File: src/rtl/tlut_pkg.sv
// Shared definitions for the tLUT input path: tile geometry defaults and loader states.
package tlut_pkg;
    localparam int ROWS = 4;
    localparam int COLS = 4;
    localparam int IN_W = 8;

    typedef enum logic [1:0] {FILL, LOAD, WAIT, DONE} ld_state_t;

    // Counter width that never collapses to zero bits for degenerate ranges.
    function automatic int clog2_min1(input int v);
        return (v <= 2) ? 1 : $clog2(v);
    endfunction
endpackage

File: src/rtl/tlut_input_loader_if.sv
// Element-stream, register-bank load and result handshake bundle of the tLUT input loader.
interface tlut_input_loader_if #(
    parameter int ROWS = tlut_pkg::ROWS,
    parameter int COLS = tlut_pkg::COLS,
    parameter int IN_W = tlut_pkg::IN_W
);
    logic                       in_valid;
    logic                       in_ready;
    logic [IN_W-1:0]            in_data;
    logic                       in_last;
    logic                       ld_en;
    logic [ROWS*COLS*IN_W-1:0]  ld_data;
    logic                       res_valid;
    logic                       res_ready;
    logic [15:0]                tile_cnt;
    logic                       err_frame;

    modport master (
        output in_valid, in_data, in_last, res_ready,
        input  in_ready, ld_en, ld_data, res_valid, tile_cnt, err_frame
    );

    modport slave (
        input  in_valid, in_data, in_last, res_ready,
        output in_ready, ld_en, ld_data, res_valid, tile_cnt, err_frame
    );
endinterface

File: src/rtl/tlut_input_loader.sv
// Packs a serial element stream into one tile, strobes it into the tLUT register bank,
// waits out the multiplier latency and hands a result-valid to the adder-tree collector.
module tlut_input_loader #(
    parameter int ROWS     = tlut_pkg::ROWS,
    parameter int COLS     = tlut_pkg::COLS,
    parameter int IN_W     = tlut_pkg::IN_W,
    parameter int PIPE_LAT = 3
) (
    input  logic               clk,
    input  logic               rst_n,
    tlut_input_loader_if.slave bus
);
    import tlut_pkg::*;

    localparam int N     = ROWS * COLS;
    localparam int IDX_W = clog2_min1(N);
    localparam int LAT_W = clog2_min1(PIPE_LAT + 1);
    localparam logic [IDX_W-1:0] LAST_IDX = IDX_W'(N - 1);
    localparam logic [LAT_W-1:0] LAT_INIT = LAT_W'(PIPE_LAT);

    ld_state_t         state_q, state_d;
    logic [IDX_W-1:0]  idx_q, idx_d;
    logic [LAT_W-1:0]  lat_q, lat_d;
    logic [N*IN_W-1:0] tile_buf;
    logic [15:0]       tile_cnt_q;
    logic              err_q;
    logic              accept, tail_clr, done_ack, set_err;
    logic [N-1:0]      wr_en, clr_en;

    // in_ready is also held low while reset is asserted.
    assign bus.in_ready  = rst_n && (state_q == FILL);
    assign bus.ld_en     = (state_q == LOAD);
    assign bus.ld_data   = tile_buf;
    assign bus.res_valid = (state_q == DONE);
    assign bus.tile_cnt  = tile_cnt_q;
    assign bus.err_frame = err_q;

    assign accept = bus.in_valid && bus.in_ready;

    always_comb begin
        state_d  = state_q;
        idx_d    = idx_q;
        lat_d    = lat_q;
        tail_clr = 1'b0;
        done_ack = 1'b0;
        set_err  = 1'b0;
        case (state_q)
            FILL: if (accept) begin
                idx_d = idx_q + 1'b1;
                if (idx_q == LAST_IDX) begin
                    idx_d   = '0;
                    state_d = LOAD;
                    set_err = !bus.in_last;
                end else if (bus.in_last) begin
                    idx_d    = '0;
                    state_d  = LOAD;
                    tail_clr = 1'b1;
                end
            end
            LOAD: begin
                lat_d   = LAT_INIT;
                state_d = (PIPE_LAT == 0) ? DONE : WAIT;
            end
            WAIT: begin
                lat_d = lat_q - 1'b1;
                if (lat_q == LAT_W'(1)) state_d = DONE;
            end
            DONE: if (bus.res_ready) begin
                done_ack = 1'b1;
                state_d  = FILL;
            end
            default: state_d = FILL;
        endcase
    end

    // One write-enable and one clear per element slot; a short tile zeroes every slot past idx.
    for (genvar i = 0; i < N; i++) begin : g_el
        assign wr_en[i]  = accept && (idx_q == IDX_W'(i));
        assign clr_en[i] = done_ack || (tail_clr && (IDX_W'(i) > idx_q));
    end

    always_ff @(posedge clk) begin
        for (int i = 0; i < N; i++) begin
            if (!rst_n || clr_en[i]) tile_buf[i*IN_W +: IN_W] <= '0;
            else if (wr_en[i])       tile_buf[i*IN_W +: IN_W] <= bus.in_data;
        end
    end

    always_ff @(posedge clk) begin
        if (!rst_n) begin
            state_q    <= FILL;
            idx_q      <= '0;
            lat_q      <= '0;
            tile_cnt_q <= '0;
            err_q      <= 1'b0;
        end else begin
            state_q <= state_d;
            idx_q   <= idx_d;
            lat_q   <= lat_d;
            if (done_ack) tile_cnt_q <= tile_cnt_q + 16'd1;
            if (set_err)  err_q      <= 1'b1;
        end
    end
endmodule

File: src/flat_wrapper.sv
// flat-port wrapper written by rule: the top's interface ports become plain ports
module tlut_input_loader_flat import tlut_pkg::*;
#(
    parameter int ROWS     = tlut_pkg::ROWS,
    parameter int COLS     = tlut_pkg::COLS,
    parameter int IN_W     = tlut_pkg::IN_W,
    parameter int PIPE_LAT = 3
)
  (clk, rst_n, bus_in_valid, bus_in_data, bus_in_last, bus_res_ready, bus_in_ready, bus_ld_en, bus_ld_data, bus_res_valid, bus_tile_cnt, bus_err_frame);
  tlut_input_loader_if #(.ROWS(ROWS), .COLS(COLS), .IN_W(IN_W)) bus_i ();
  input  logic clk;
  input  logic rst_n;
  input wire logic [$bits(bus_i.in_valid)-1:0] bus_in_valid;
  input wire logic [$bits(bus_i.in_data)-1:0] bus_in_data;
  input wire logic [$bits(bus_i.in_last)-1:0] bus_in_last;
  input wire logic [$bits(bus_i.res_ready)-1:0] bus_res_ready;
  output wire logic [$bits(bus_i.in_ready)-1:0] bus_in_ready;
  output wire logic [$bits(bus_i.ld_en)-1:0] bus_ld_en;
  output wire logic [$bits(bus_i.ld_data)-1:0] bus_ld_data;
  output wire logic [$bits(bus_i.res_valid)-1:0] bus_res_valid;
  output wire logic [$bits(bus_i.tile_cnt)-1:0] bus_tile_cnt;
  output wire logic [$bits(bus_i.err_frame)-1:0] bus_err_frame;
  assign bus_i.in_valid = bus_in_valid;
  assign bus_i.in_data = bus_in_data;
  assign bus_i.in_last = bus_in_last;
  assign bus_i.res_ready = bus_res_ready;
  assign bus_in_ready = bus_i.in_ready;
  assign bus_ld_en = bus_i.ld_en;
  assign bus_ld_data = bus_i.ld_data;
  assign bus_res_valid = bus_i.res_valid;
  assign bus_tile_cnt = bus_i.tile_cnt;
  assign bus_err_frame = bus_i.err_frame;
  tlut_input_loader #(.ROWS(ROWS), .COLS(COLS), .IN_W(IN_W), .PIPE_LAT(PIPE_LAT)) u_core (.clk(clk), .rst_n(rst_n), .bus(bus_i));
endmodule
File: config.mk
export PLATFORM = sky130hd
export DESIGN_NAME = tlut_input_loader_flat
export DESIGN_NICKNAME = d
export VERILOG_FILES = /design/src/rtl/tlut_pkg.sv /design/src/rtl/tlut_input_loader_if.sv /design/src/rtl/tlut_input_loader.sv /design/src/flat_wrapper.sv
export SDC_FILE = /design/constraint.sdc
export NUM_CORES = 1
export LEC_CHECK = 0
export CAP_MARGIN = 20
export CORE_ASPECT_RATIO = 0.6
export CORE_MARGIN = 2
export CORE_UTILIZATION = 35
export CTS_CLUSTER_DIAMETER = 100
export DETAILED_ROUTE_END_ITERATION = 6
export GPL_TIMING_DRIVEN = 0
export PLACE_DENSITY_LB_ADDON = 0.25
export SETUP_SLACK_MARGIN = 0.3
export SLEW_MARGIN = 20
export SYNTH_ARGS = -nofsm -noshare
export SYNTH_HDL_FRONTEND = slang
export SYNTH_SLANG_ARGS = --single-unit
File: constraint.sdc
create_clock -name clk -period 2.3 [get_ports clk]
set_input_delay 0.23 -clock clk [delete_from_list [all_inputs] [get_ports clk]]
set_output_delay 0.23 -clock clk [all_outputs]
set_load 0.02 [all_outputs]
**Yosys cells after proc, flatten, opt, wreduce, memory -nomap -nowiden**

Cells that the tools add are included.

- Bits in registers: 153
- Bits of input ports: 13
- Output and inout port bits: 148

- Add/subtract/negate cells: 3
- $lt $le $gt $ge: 16
- Eq/ne operators: 23
- Multiplexer cells: 18
- Reductions and logical operators: 73

Operator list:

| kind | count |
|---|---|
| $logic_and A1 B1 Y1 | 34 |
| $eq A4 B4 Y1 const B | 8 |
| $gt A4 B4 Y1 const A | 8 |
| $logic_or A1 B1 Y1 | 32 |
| $add A16 B1 Y16 const B | 1 |
| $eq A4 B3 Y1 const B | 4 |
| $gt A3 B4 Y1 const A | 4 |
| $mux W2 | 5 |
| $mux W1 | 9 |
| $eq A4 B2 Y1 const B | 2 |
| $gt A1 B4 Y1 const A | 2 |
| $gt A2 B4 Y1 const A | 2 |
| $mux W4 | 2 |
| $pmux W2 S4 | 1 |
| $add A4 B1 Y4 const B | 1 |
| $eq A2 B1 Y1 const B | 2 |
| $eq A2 B2 Y1 const B | 2 |
| $eq A4 B1 Y1 const B | 1 |
| $logic_not A4 Y1 | 1 |
| $ne A2 B1 Y1 const B | 2 |
| $pmux W2 S2 | 1 |
| $reduce_and A4 Y1 | 1 |
| $ne A3 B3 Y1 const B | 1 |
| $logic_not A1 Y1 | 2 |
| 5 further kinds | 5 |

**Depth between registers and ports, before layout**

- Depth in word-level cells: 8
- Mapped depth: 8

**Least setup slack after synthesis**

No wires, ideal clock.

- Path kind: flip-flop to flip-flop
- From: reg u_core.state_q[1]
- To: reg u_core.tile_cnt_q[12] (netlist: u_core.bus.tile_cnt[12])
- Data arrival time: 1869 ps
- Slack: 361 ps
- Cell stages (with the launch flop): 6
- Path buffers: 0
- Clock period less this slack: 1939 ps
- Path through: dfxtp_1 -> ha_1 -> nand3_1 -> or4_4 -> or3_1 -> a21oi_1

- Word-level cells in the longest chain between the ends: 2

RTL lines:

| what | line | text |
|---|---|---|
| start, declared | tlut_input_loader.sv:21 | `ld_state_t state_q, state_d;` |
| start signal, assigned | tlut_input_loader.sv:97 | `state_q <= state_d;` |
| $eq A2 B2 Y1 | -- |  |
| net bus_res_valid | flat_wrapper.sv:20 | `output wire logic [$bits(bus_i.res_valid)-1:0] bus_res_valid;` |
| $mux W1 | tlut_input_loader.sv:47 | `case (state_q)` |
| end signal, assigned | tlut_input_loader.sv:100 | `if (done_ack) tile_cnt_q <= tile_cnt_q + 16'd1;` |
| end, declared | tlut_input_loader.sv:25 | `logic [15:0] tile_cnt_q;` |

The timed path passes the listed nets, and every way through them passes these cells.
A chain may end at the register's enable or synchronous reset.

**Worst setup path after layout**

- From: reg u_core.state_q[1]
- To: reg u_core.tile_buf[15] (netlist: u_core.bus.ld_data[15])

- Word-level cells in the longest chain between the ends: 8
- Elaborated cells on any way between the ends: 11

RTL lines:

| what | line | text |
|---|---|---|
| $logic_not A2 Y1 | tlut_input_loader.sv:31, tlut_input_loader.sv:47 |  |
| $logic_and A1 B1 Y1 | tlut_input_loader.sv:31 | `assign bus.in_ready = rst_n && (state_q == FILL);` |
| $logic_and A1 B1 Y1 | tlut_input_loader.sv:38 | `assign accept = bus.in_valid && bus.in_ready;` |
| $mux W1 | tlut_input_loader.sv:48 | `FILL: if (accept) begin` |
| $mux W1 | tlut_input_loader.sv:47 |  |
| $logic_and A1 B1 Y1 | tlut_input_loader.sv:79 | `assign clr_en[i] = done_ack \|\| (tail_clr && (IDX_W'(i) > idx_q));` |
| $logic_or A1 B1 Y1 | tlut_input_loader.sv:79 |  |
| $logic_or A1 B1 Y1 | tlut_input_loader.sv:84 | `if (!rst_n \|\| clr_en[i]) tile_buf[i*IN_W +: IN_W] <= '0;` |
| end signal, assigned by index | tlut_input_loader.sv:85 | `else if (wr_en[i]) tile_buf[i*IN_W +: IN_W] <= bus.in_data;` |
| end, declared | tlut_input_loader.sv:24 | `logic [N*IN_W-1:0] tile_buf;` |

Several ways; a longest one is shown, not always the timed one.

==> summary.md <==
| Metric | Value |
|---|---|
| Grt ovf | `0` |
| Fillers | `about 1.5k` |
| Top Metal Used | `met4` |
| Worst Tran Pin Value | `between 0.7 and 0.8 ns` |
| Commonest non-fill, non-tap cell in the layout | `clkdlybuf4s50_1` |
| Diodes inserted | `0` |
| Starting density of the core | `between 30 and 40%` |
| # nets final | `between 800 and 900` |
| Kind of critical path | `reg -> reg` |
| Die Wd | `between 150 and 200 µm` |
| Post-Synthesis Cell Area | `6080 µm²` |
| Skew-Pair Late Insertion Delay | `approximately 0.42 ns` |
| # setup viols final | `0` |
| Num CTS Buffers | `17` |
| Achievable frequency | `~520 MHz` |
| Drt drc | `0` |
| Synth Area in Compound Gates | `5.70%` |
| Root buf cell | `clkbuf_16` |
| Final max-slew violation count | `0` |
| Post-DRT Antenna Nets | `0` |
| Seq pwr share | `between 40 and 50%` |
| Status | `finished clean` |
| Crit start category | `register` |
| Clock power frac | `between 40% and 50%` |
| Total GRT Usage | `20.3%` |
| PortBufs | `between 150 and 200` |
| Clock buffer depth | `2` |
| Max-slew headroom | `between 40% and 50%` |
| Post-Synth Adder-Cell Area | `under 10%` |
| P&R area growth vs syn | `48.0%` |
| TritonCTS clock tree | `built` |
| Post-synth top flop | `dfxtp_1` |
| Sw Ratio | `25.3%` |
| Largest family of logic cells by synthesized area | `multiplexers` |
| Fin crit share | `between 80 and 90%` |
| Setup_tns | `0 ns` |
| Largest net degree at the start of global routing | `17` |
| Share of cells above drive strength 1 | `12.0%` |
| Met3 wire len | `1.65 mm` |
| Worst vdd rail ir drop | `between 0.4 and 0.5 mV` |
| Number of global-route vias before repair | `5153` |
| Core area | `17100 µm²` |
| CTS HTree Levels | `4` |
| Time the worst path needs with I/O delays and setup | `roughly 1.9 ns` |
| Yosys cell types | `between 40 and 50` |
| RSZ-0062 raised after global routing | `true` |
| Psw | `around 1700 µW` |
| Final HPWL DP | `about 13 mm` |
| Max_cap viols | `0` |
| Most frequent cells in the layout | `158 x clkdlybuf4s50_1, 151 x dfxtp_1, 138 x nor2_1` |
| Syn Nets | `approximately 640` |
| #FFs+latches synth | `153` |
| Die Footprint | `18500 µm²` |
| Final Core Density | `52.7%` |
| CP Max Fanout | `8` |
| Met2 Routed Length | `roughly 7.7 mm` |
| Final Hold Fails | `0` |
| TritonRoute pass-1 iters | `5` |
| DR WL/cell | `about 18 µm` |
| Met1 WL | `9.06 mm` |
| Die H | `around 110 µm` |
| Combinational share of power | `between 10% and 20%` |
| Vias per inst | `approximately 5` |
| Internal | `~5000 µW` |
| Share of flip-flops with an asynchronous set or reset | `0%` |
| Reg clk slew, reported paths | `around 0.060 ns` |
| P_leak | `between 0.003 and 0.004 µW` |
| Initial antenna violation count | `0` |
| Synth Area in Simple Gates | `17.2%` |
| EDFF count, synth | `0` |
| DR iter-0 viols | `352` |
| YS warnings | `0` |
| CP Data Required Time | `~2.6 ns` |
| First-pass GRT wire length | `slightly below 30 mm` |
| Post-synth top area share | `between 50% and 60%` |
| Sequential area share after synthesis | `around 50%` |
| Element type at the critical path end | `register` |
| GP Congestion | `~0.89` |
| Pwr/cell area | `~750 nW/µm²` |
| I/O pin count | `161` |
| Final wirelength | `roughly 19 mm` |
| Syn Area/Cell | `9.81 µm²` |
| XOR/XNOR share of the synthesized area | `1.44%` |
| Multiplexer area fraction after synthesis | `about a fifth` |
| Hold crit path type | `reg -> reg` |
| Syn Inst Count | `620` |
| Vias | `between 5k and 6k` |
| CP arrival | `2.25 ns` |
| Yosys top cell by area | `dfxtp_1` |
| Std cell rows | `37` |
| Largest cells by area after synthesis | `dfxtp_1 50%, mux2i_1 20%, nor2_1 8.5%, nand2_1 2.3%, ha_1 2.3%` |
| Final Skew | `between 0.008 and 0.009 ns` |
| Clk sinks | `approximately 150` |
[power groups by stage]
stage	Combinational (µW)	Clock (µW)	Sequential, µW
after detailed placement	701	0	2800
after floorplan	412	0	2820
after global placement	673	0	2800
after CTS	745	3190	2740
final	823	3140	2760
after global routing	893	3330	2760
[through the flow]
step                      hold slack (ns)  total power, µW  setup slack (ns)  std cells  area [µm²]
after floorplan                     0.377             3230             0.361        620        6080
after global placement              0.452             3470            -0.237       1014        7970
after detailed placement            0.460             3500            -0.270       1014        7970
after CTS                           0.468             6680             0.279       1050        8810
after global routing                0.493             6990             0.276       1053        9000
final                               0.468             6720             0.359       1053        9000
[synth_stat cells, types with 3 or more instances]
cell type / n
a21oi_1: 17
and3_1: 5
buf_1: 3
buf_2: 12
clkbuf_1: 15
dfxtp_1: 153
ha_1: 11
inv_1: 14
mux2i_1: 121
nand2_1: 37
nand3_1: 14
nand4_1: 3
nand4_2: 3
nor2_1: 138
nor3_1: 7
nor3_4: 3
nor4b_1: 4
o21a_1: 3
o21ai_0: 7
o21ai_2: 6
o31ai_1: 3
or3_1: 4
xnor2_1: 6
xor2_1: 4
[cell families (layout without fill, tap and decap cells)]
| group | count (synthesis) | count (layout) |
|---|---|---|
| compound gates | 50 | 50 |
| flops | 153 | 153 |
| fa+ha+maj | 11 | 11 |
| buf+inv | 45 | 244 |
| xor+xnor | 10 | 10 |
| mux | 121 | 121 |
| simple gates | 230 | 230 |
[path summary, 6_finish.rpt]
| kind | from | to | slack, ns | depth (start not counted) |
|---|---|---|---|---|
| worst max-delay path | u_core.state_q[1] | u_core.bus.ld_data[15] | 0.36 | 7 |
| worst min-delay path | u_core.bus.ld_data[125] | u_core.bus.ld_data[125] | 0.47 | 2 |
| worst max register to register | u_core.state_q[1] | u_core.bus.ld_data[15] | 0.36 | 7 |
| worst min register to register | u_core.bus.ld_data[125] | u_core.bus.ld_data[125] | 0.47 | 2 |
[layer usage]
layer,vias to the layer above,global-route usage [%]
met4,0,4.92
met3,14,9.01
li1,2493,-
met5,-,0
met2,177,29.1
met1,2485,27.8
[worst max-delay path, stage by stage, from the launching register on]
cell      delay (ns)
dfxtp_2         0.35
inv_1           0.13
ha_4            0.19
nand3_2         0.13
or4_1           0.56
clkbuf_4        0.24
mux2i_1         0.18
nor2_1          0.06
[timing repair]
item,4_1_cts,5_1_grt
pin swaps,4,2
setup endpoints to repair,118,129
buffers inserted,4,3
hold buffers,0,0
resized for setup,24,39
[final cells by class]
cell class / count / area, µm² / share of cell area [%]
Tap cell: 234 / 293 / 3.25
Multi-Input combinational cell: 422 / 3030 / 33.7
Buffer: 31 / 171 / 1.90
Clock inverter: 13 / 214 / 2.38
Inverter: 14 / 52.6 / 0.584
Sequential cell: 153 / 3070 / 34.1
Timing Repair Buffer: 167 / 1720 / 19.1
Clock buffer: 19 / 453 / 5.03
[sequential cells by signal, indices dropped and copies added, names as in the netlist]
register / cells
u_core.bus.ld_data: 128
u_core.bus.tile_cnt: 16
u_core.idx_q: 4
u_core.lat_q: 2
u_core.state_q: 2
u_core.bus.err_frame: 1
Note: power is estimated with default switching activity, not from simulation.
